[config.mk]
export PLATFORM = sky130hd
export DESIGN_NAME = instr_encoder
export DESIGN_NICKNAME = d
export VERILOG_FILES = /design/src/rtl/instr_encoder.sv
export SDC_FILE = /design/constraint.sdc
export NUM_CORES = 1
export LEC_CHECK = 0
export CORE_MARGIN = 4
export CORE_UTILIZATION = 35
export DETAILED_ROUTE_END_ITERATION = 7
export GPL_TIMING_DRIVEN = 0
export PLACE_DENSITY = 0.63
export RECOVER_POWER = 50
export REMOVE_ABC_BUFFERS = 1
export SLEW_MARGIN = 20
export SYNTH_ARGS = -nofsm -noshare
export SYNTH_HDL_FRONTEND = slang
export SYNTH_SLANG_ARGS = --single-unit
export TNS_END_PERCENT = 30
[constraint.sdc]
create_clock -name clk -period 3.16 [get_ports clk]
set_input_delay 0.632 -clock clk [delete_from_list [all_inputs] [get_ports clk]]
set_output_delay 0.632 -clock clk [all_outputs]
set_load 0.03 [all_outputs]
[src/rtl/instr_encoder.sv]
// RV32I instruction encoder: packs decoded fields into a 32-bit word.
// Two-stage valid/ready pipeline. Stage 1 registers the request and its
// immediate checks, stage 2 packs the word (or substitutes the NOP on error).
module instr_encoder #(
    parameter int unsigned CNT_W    = 16,
    parameter logic [31:0] NOP_WORD = 32'h0000_0013
) (
    input  logic             clk,
    input  logic             rst,
    input  logic             in_valid,
    output logic             in_ready,
    input  logic [2:0]       fmt,
    input  logic [6:0]       opcode,
    input  logic [4:0]       rd,
    input  logic [4:0]       rs1,
    input  logic [4:0]       rs2,
    input  logic [2:0]       funct3,
    input  logic [6:0]       funct7,
    input  logic [31:0]      imm,
    output logic             out_valid,
    input  logic             out_ready,
    output logic [31:0]      instr,
    output logic             err,
    output logic [1:0]       err_code,
    output logic [CNT_W-1:0] enc_count,
    output logic [CNT_W-1:0] err_count
);

    localparam logic [2:0] FmtR = 3'd0;
    localparam logic [2:0] FmtI = 3'd1;
    localparam logic [2:0] FmtS = 3'd2;
    localparam logic [2:0] FmtB = 3'd3;
    localparam logic [2:0] FmtU = 3'd4;
    localparam logic [2:0] FmtJ = 3'd5;

    localparam logic [1:0] ErrNone  = 2'd0;
    localparam logic [1:0] ErrRange = 2'd1;
    localparam logic [1:0] ErrAlign = 2'd2;
    localparam logic [1:0] ErrFmt   = 2'd3;

    localparam logic [CNT_W-1:0] CntOne = {{(CNT_W-1){1'b0}}, 1'b1};

    // Stage 1 state
    logic        s1_valid_q;
    logic [2:0]  s1_fmt_q;
    logic [6:0]  s1_opcode_q;
    logic [4:0]  s1_rd_q;
    logic [4:0]  s1_rs1_q;
    logic [4:0]  s1_rs2_q;
    logic [2:0]  s1_funct3_q;
    logic [6:0]  s1_funct7_q;
    logic [31:0] s1_imm_q;
    logic [1:0]  s1_code_q;

    // Stage 2 state
    logic        s2_valid_q;
    logic [31:0] s2_instr_q;
    logic        s2_err_q;
    logic [1:0]  s2_code_q;

    logic [CNT_W-1:0] enc_count_q;
    logic [CNT_W-1:0] err_count_q;

    logic        s2_load;
    logic        s1_load;
    logic        accept;
    logic [1:0]  chk_code;
    logic [31:0] packed_word;

    assign s2_load  = !s2_valid_q || out_ready;
    assign s1_load  = !s1_valid_q || s2_load;
    assign in_ready = s1_load;
    assign accept   = in_valid && in_ready;

    assign out_valid = s2_valid_q;
    assign instr     = s2_instr_q;
    assign err       = s2_err_q;
    assign err_code  = s2_code_q;
    assign enc_count = enc_count_q;
    assign err_count = err_count_q;

    // Immediate range / alignment / format checks on the incoming request
    always_comb begin
        chk_code = ErrNone;
        case (fmt)
            FmtR: chk_code = ErrNone;
            FmtI, FmtS: begin
                if (!((&imm[31:11]) || !(|imm[31:11]))) chk_code = ErrRange;
            end
            FmtB: begin
                if (!((&imm[31:12]) || !(|imm[31:12]))) chk_code = ErrRange;
                else if (imm[0])                        chk_code = ErrAlign;
            end
            FmtJ: begin
                if (!((&imm[31:20]) || !(|imm[31:20]))) chk_code = ErrRange;
                else if (imm[0])                        chk_code = ErrAlign;
            end
            FmtU: begin
                if (|imm[11:0]) chk_code = ErrAlign;
            end
            default: chk_code = ErrFmt;
        endcase
    end

    // Pack the stage-1 fields into the final instruction word
    always_comb begin
        packed_word = 32'h0;
        case (s1_fmt_q)
            FmtR: packed_word = {s1_funct7_q, s1_rs2_q, s1_rs1_q, s1_funct3_q, s1_rd_q,
                                 s1_opcode_q};
            FmtI: packed_word = {s1_imm_q[11:0], s1_rs1_q, s1_funct3_q, s1_rd_q, s1_opcode_q};
            FmtS: packed_word = {s1_imm_q[11:5], s1_rs2_q, s1_rs1_q, s1_funct3_q,
                                 s1_imm_q[4:0], s1_opcode_q};
            FmtB: packed_word = {s1_imm_q[12], s1_imm_q[10:5], s1_rs2_q, s1_rs1_q, s1_funct3_q,
                                 s1_imm_q[4:1], s1_imm_q[11], s1_opcode_q};
            FmtU: packed_word = {s1_imm_q[31:12], s1_rd_q, s1_opcode_q};
            FmtJ: packed_word = {s1_imm_q[20], s1_imm_q[10:1], s1_imm_q[11], s1_imm_q[19:12],
                                 s1_rd_q, s1_opcode_q};
            default: packed_word = 32'h0;
        endcase
        if (s1_code_q != ErrNone) packed_word = NOP_WORD;
    end

    // Stage 1 register: fields only sampled on an input handshake
    always_ff @(posedge clk) begin
        if (rst) begin
            s1_valid_q  <= 1'b0;
            s1_fmt_q    <= 3'd0;
            s1_opcode_q <= 7'd0;
            s1_rd_q     <= 5'd0;
            s1_rs1_q    <= 5'd0;
            s1_rs2_q    <= 5'd0;
            s1_funct3_q <= 3'd0;
            s1_funct7_q <= 7'd0;
            s1_imm_q    <= 32'd0;
            s1_code_q   <= ErrNone;
        end else begin
            if (s1_load) s1_valid_q <= in_valid;
            if (accept) begin
                s1_fmt_q    <= fmt;
                s1_opcode_q <= opcode;
                s1_rd_q     <= rd;
                s1_rs1_q    <= rs1;
                s1_rs2_q    <= rs2;
                s1_funct3_q <= funct3;
                s1_funct7_q <= funct7;
                s1_imm_q    <= imm;
                s1_code_q   <= chk_code;
            end
        end
    end

    // Stage 2 register: output word held stable while the consumer stalls
    always_ff @(posedge clk) begin
        if (rst) begin
            s2_valid_q <= 1'b0;
            s2_instr_q <= 32'h0;
            s2_err_q   <= 1'b0;
            s2_code_q  <= ErrNone;
        end else if (s2_load) begin
            s2_valid_q <= s1_valid_q;
            if (s1_valid_q) begin
                s2_instr_q <= packed_word;
                s2_err_q   <= (s1_code_q != ErrNone);
                s2_code_q  <= s1_code_q;
            end
        end
    end

    // Saturating counters advance on the output handshake
    always_ff @(posedge clk) begin
        if (rst) begin
            enc_count_q <= '0;
            err_count_q <= '0;
        end else if (s2_valid_q && out_ready) begin
            if (s2_err_q) begin
                if (err_count_q != '1) err_count_q <= err_count_q + CntOne;
            end else begin
                if (enc_count_q != '1) enc_count_q <= enc_count_q + CntOne;
            end
        end
    end

endmodule

# After elaboration in Yosys (flattened, before gate mapping)

Index checks and enable logic that the tools add are counted.

Bits in registers: 138
Input bits: 71
Output and inout port bits: 69
Word-level logic and storage cells: 65

Add/subtract/negate cells: 2
Equality and inequality tests: 12
Multiplexer cells: 8
Bitwise gates (word level): 1
Reductions and logical operators: 26

Operators with widths:

| operator                                       | count |
|---|---|
| one-hot mux 32 bit (6 select lines)            | 1 |
| adder 16 x 1 -> 16 bit (second input constant) | 2 |
| two-way mux 32 bit                             | 1 |
| != test 16 bit (second input constant)         | 2 |
| OR reduction 12 bit                            | 2 |
| AND reduction 21 bit                           | 1 |
| OR reduction 21 bit                            | 1 |
| AND reduction 20 bit                           | 1 |
| OR reduction 20 bit                            | 1 |
| == test 3 x 2 -> 1 bit (second input constant) | 4 |
| == test 3 bit (second input constant)          | 4 |
| AND reduction 12 bit                           | 1 |
| one-hot mux 2 bit (5 select lines)             | 1 |
| two-way mux 2 bit                              | 4 |
| == test 3 x 1 -> 1 bit (second input constant) | 2 |
| zero test 3 bit                                | 2 |
| AND reduction 3 bit                            | 2 |
| zero test 1 bit                                | 5 |
| logical OR 1 bit                               | 5 |
| logical AND 1 bit                              | 2 |
| AND reduction 2 bit                            | 1 |
| nonzero test 2 bit                             | 1 |
| OR reduction 2 bit                             | 1 |
| two-way mux 1 bit                              | 1 |
| inverter 1 bit                                 | 1 |

# Logic depth before layout (Yosys ltp)

Gate-level depths: netlist of run 1.

Depth in word-level cells: 5
Mapped depth: 7
Depth with buffers taken out: 6

# Least setup slack after synthesis of run 1

No wires, ideal clock.

Path type: input-to-reg
Start point: input port out_ready
End point: register s1_fmt_q[0]
Library setup time: 132 ps
Data arrival time: 1850 ps
Required time: 3028 ps
Setup slack: 1178 ps
Stages: 7
Buffers on the path: 3
Cells stage by stage: nand3b_1 -> and2_1 -> buf_2 -> buf_2 -> buf_2 -> nand2_1 -> a21oi_1

Word-level cells in the longest chain between the ends: 3

Ends and longest elaborated chain:

| what                 | RTL line | text |
|---|---|---|
| start, declared      | 21       | `input logic out_ready,` |
| logical OR 1 bit     | 70       | `assign s2_load = !s2_valid_q \|\| out_ready;` |
| logical OR 1 bit     | 71       | `assign s1_load = !s1_valid_q \|\| s2_load;` |
| logical AND 1 bit    | 73       | `assign accept = in_valid && in_ready;` |
| end signal, assigned | 140      | `s1_fmt_q <= fmt;` |
| end, declared        | 45       | `logic [2:0] s1_fmt_q;` |

Every way passes these cells.
A chain may end at the register's enable or synchronous reset.

# Final worst setup path of run 1

Start point: input port out_ready
End point: output port in_ready

Word-level cells in the longest chain between the ends: 2

Ends and longest elaborated chain:

| what             | RTL line | text |
|---|---|---|
| logical OR 1 bit | 70       |  |
| logical OR 1 bit | 71       |  |
| end, declared    | 11       | `output logic in_ready,` |

Every way passes these cells.

==> load_flow_metrics.sql, run 1 <==
INSERT INTO impl_metrics (metric_group, metric, value, unit) VALUES
('sta', 'rsz0062_at_grt', 'false', ''),
('worst_setup_path', 'worst_setup_sp', 'out_ready', ''),
('drt', 'post_drt_wl_per_cell', '15.3', 'um'),
('min_path', 'hold-path-cell-count', '2', ''),
('clocking', 'cts.clk_slew.worst_paths', '0.05', 'ns'),
('finish', 'layout.core_utilization', '0.486', ''),
('drt', 'routed-via-count', '5402', ''),
('drt', 'routed_via_density', '5.08', ''),
('sta', 'finalSetupViolCount', '0', ''),
('clocking', 'tritoncts_clock_tree', 'yes', ''),
('worst_setup_path', 'setup.worst_path.class', 'in2out', ''),
('sta', 'timing.max_slew.rel_slack', '0.219', ''),
('worst_setup_path', 'worst-r2r-cell-count', '5', ''),
('sta', 'setup-tns-final', '0', 'ns'),
('drt', 'ant_nets', '0', ''),
('yosys', 'synth_xor_area_frac', '0.0424', ''),
('finish', 'nNetsFinal', '904', ''),
('yosys', 'synth_area', '0.00599', 'sq mm'),
('yosys', 'netlist-cell-type-count', '60', ''),
('pwr', 'power.leakage', '2.95', 'nW'),
('floorplanning', 'floorplan.io_pins', '140', ''),
('global_routing', 'grt_pass1_wl', '26500', 'um'),
('min_path', 'hold_start', 's1_imm_q[24]', ''),
('sta', 'slew_at_the_pin_closest_to_its_max_slew_limit', '1.17', 'ns'),
('floorplanning', 'die_y', '139', 'um'),
('clocking', 'cts.hold.buffers_added', '0', ''),
('worst_setup_path', 'wp_data_required', '2.53', 'ns'),
('floorplanning', 'placeableCoreArea', '0.0167', 'sq mm'),
('drt', 'drtIter0Drc', '251', ''),
('pwr', 'ir_drop', '0.378', 'mV'),
('drt', 'drc_errors', '0', ''),
('floorplanning', 'fp-row-count', '47', ''),
('worst_setup_path', 'timing.critical_path.arrival', '2.19', 'ns'),
('floorplanning', 'initial_core_util', '0.358', ''),
('placement', 'port-buffer-count', '139', ''),
('yosys', 'post_synth_and_or_nand_nor_area_fraction', '0.246', ''),
('placement', 'post-place-cells', '1032', ''),
('min_path', 'worst_hold_path.endpoint', 's1_imm_q[24]', ''),
('pwr', 'power_density', '525', 'mW/mm^2'),
('clocking', 'cts_made_buffers', '17', ''),
('worst_setup_path', 'path_max_fanout', '5', ''),
('pwr', 'fin_total_pwr', '4.26', 'mW'),
('drt', 'detail_route.first_pass.iterations', '5', ''),
('worst_setup_path', 'startpoint_type_of_the_worst_setup_path', 'input pin', ''),
('clocking', 'buffer_depth_of_the_longest_clock_path', '2', ''),
('global_routing', 'antenna_found_initial', '0', ''),
('sta', 'final_min_period_over_clock_period', '0.894', ''),
('global_routing', 'gr-total-overflow', '0', ''),
('worst_setup_path', 'worstReg2RegStart', 's1_fmt_q[2]', ''),
('global_routing', 'grt_pass1_vias', '5201', ''),
('finish', 'final-instance-count-excl-fill', '1063', ''),
('drt', 'finalWirelength', '16300', 'um'),
('yosys', 'syn-instance-count', '717', ''),
('yosys', 'post_synth.cell_area_avg', '8.35', 'sq um'),
('flow_run', 'max_capacitance_violation_count', '0', ''),
('clocking', 'cts.repair.resized', '0', ''),
('finish', 'antenna-diode-count', '0', ''),
('clocking', 'h_tree_lvl_count', '4', ''),
('finish', 'drive_gt1_frac', '0.0712', ''),
('run_status', 'outcome', 'completed', ''),
('placement', 'dp_hpwl', '11100', 'um'),
('sta', 'fmax', '0.354', 'GHz'),
('yosys', 'synth_edf_count', '0', ''),
('yosys', 'synth-seq-area-share', '0.461', ''),
('yosys', 'postSynthRegisterBits', '138', ''),
('sta', 'worst_setup_skew_after_layout', '0.00586', 'ns'),
('yosys', 'synth-async-reset-ratio', '0', ''),
('floorplanning', 'die_area', '0.0193', 'sq mm'),
('yosys', 'synth_flop_cell', 'sky130_fd_sc_hd__dfxtp_1', ''),
('sta', 'finalMaxSlewViolations', '0', ''),
('global_routing', 'grt_util_overall', '0.167', '');
[Yosys cell counts (all sizes together), types with 5 or more instances]
cell,n,area [sq um]
a21oi,73,365
nand4,12,75.1
inv,6,22.5
nand3,16,90.1
dfxtp,138,2760
a211oi,12,115
o2bb2ai,15,131
nor2b,9,56.3
a22oi,33,248
mux2i,12,120
xnor2,19,166
buf,22,106
nor4,6,37.5
nand2,160,603
xor2,10,87.6
nor3,8,50.1
clkbuf,26,97.6
mux2,5,56.3
and3,6,37.5
nor2,74,278
[worst max-delay path, cell delays in order]
cell and delay, ns:
sky130_fd_sc_hd__dlygate4sd3_1 0.61, sky130_fd_sc_hd__nand3b_1 0.22, sky130_fd_sc_hd__clkdlybuf4s50_1 0.73
[placed cells by master, fill, tap and decap left out, types with 3 or more instances in the layout]
cell                                n
sky130_fd_sc_hd__a211oi_1           7
sky130_fd_sc_hd__a211oi_2           5
sky130_fd_sc_hd__a21oi_1           73
sky130_fd_sc_hd__a22oi_1           33
sky130_fd_sc_hd__a31o_2             4
sky130_fd_sc_hd__and3_1             6
sky130_fd_sc_hd__and4_1             4
sky130_fd_sc_hd__bufinv_16          3
sky130_fd_sc_hd__clkbuf_16         17
sky130_fd_sc_hd__clkdlybuf4s50_1  105
sky130_fd_sc_hd__clkinv_2           4
sky130_fd_sc_hd__clkinvlp_4         3
sky130_fd_sc_hd__dfxtp_1          138
sky130_fd_sc_hd__dlygate4sd3_1     33
sky130_fd_sc_hd__inv_1              6
sky130_fd_sc_hd__mux2_2             4
sky130_fd_sc_hd__mux2i_1           12
sky130_fd_sc_hd__nand2_1          159
sky130_fd_sc_hd__nand3_1           15
sky130_fd_sc_hd__nand4_1           12
sky130_fd_sc_hd__nor2_1            74
sky130_fd_sc_hd__nor2b_1            9
sky130_fd_sc_hd__nor3_1             6
sky130_fd_sc_hd__nor3b_1            3
sky130_fd_sc_hd__nor4_1             6
sky130_fd_sc_hd__o2111ai_1          4
sky130_fd_sc_hd__o211ai_1           3
sky130_fd_sc_hd__o2bb2ai_1         15
sky130_fd_sc_hd__or4_1              3
sky130_fd_sc_hd__xnor2_1           19
sky130_fd_sc_hd__xor2_1            10
[area by class of cell]
cell class	count	area (sq um)
Timing Repair Buffer	143	1460
Sequential cell	138	2760
Clock inverter	12	150
Multi-Input combinational cell	524	3000
Clock buffer	19	443
Inverter	7	26.3
Tap cell	220	275
Fill cell	1656	8590
[state kept, by name (all words and copies together), names as in the netlist]
name,cells
s1_fmt_q,3
s1_rs2_q,5
s1_opcode_q,7
err,1
s1_imm_q,32
err_code,2
s1_funct3_q,3
enc_count,16
s1_rd_q,5
s1_valid_q,1
instr,32
out_valid,1
s1_code_q,2
err_count,16
s1_funct7_q,7
s1_rs1_q,5
[through the flow]
step	area [sq um]	setup WS, ns
global route	8110	0.230
CTS	8140	0.306
global placement	7450	-2.45
detailed placement	7550	-0.136
finish	8110	0.336
floorplan	5780	0.489
[report_power, final]
part | total [mW] | internal [mW] | switching, mW
sequential | 1.86 | 1.81 | 0.0543
clock | 1.99 | 1.25 | 0.742
combinational | 0.407 | 0.187 | 0.220
total | 4.26 | 3.25 | 1.02
[kinds of logic after synthesis]
logic type | count (synthesis)
AO/OA/AOI/OAI | 157
AND/OR/NAND/NOR | 319
multiplexers | 17
adder cells (fa/ha/maj) | 2
flip-flops | 138
buffers and inverters | 55
XOR/XNOR | 29
[metal layers]
metal / global-route usage / part of all wire
met3: 0.0486 / 0.064
met2: 0.258 / 0.45
met5: 0 / 0
met4: 0.0412 / 0.0072
met1: 0.230 / 0.48
[worst max path at each step]
stage | to | slack, ns | cells past startpoint
floorplan | s1_code_q[1] | 0.49 | 5
global placement | s1_code_q[1] | -2.45 | 4
detailed placement | instr[17] | -0.14 | 6
CTS | instr[17] | 0.31 | 6
global route | instr[27] | 0.23 | 7
finish | in_ready | 0.34 | 3
No activity file was read; power rests on OpenSTA's default activity.
==> run 2, diff against run 1 <==
--- a/config.mk
+++ b/config.mk
@@ -8,6 +8,7 @@
 export CORE_MARGIN = 4
 export CORE_UTILIZATION = 35
 export DETAILED_ROUTE_END_ITERATION = 7
+export GPL_ROUTABILITY_DRIVEN = 1
 export GPL_TIMING_DRIVEN = 0
 export PLACE_DENSITY = 0.63
 export RECOVER_POWER = 50
==> results of run 2 <==
Same layout as run 1: the final DEF is identical, and so are final timing and power.
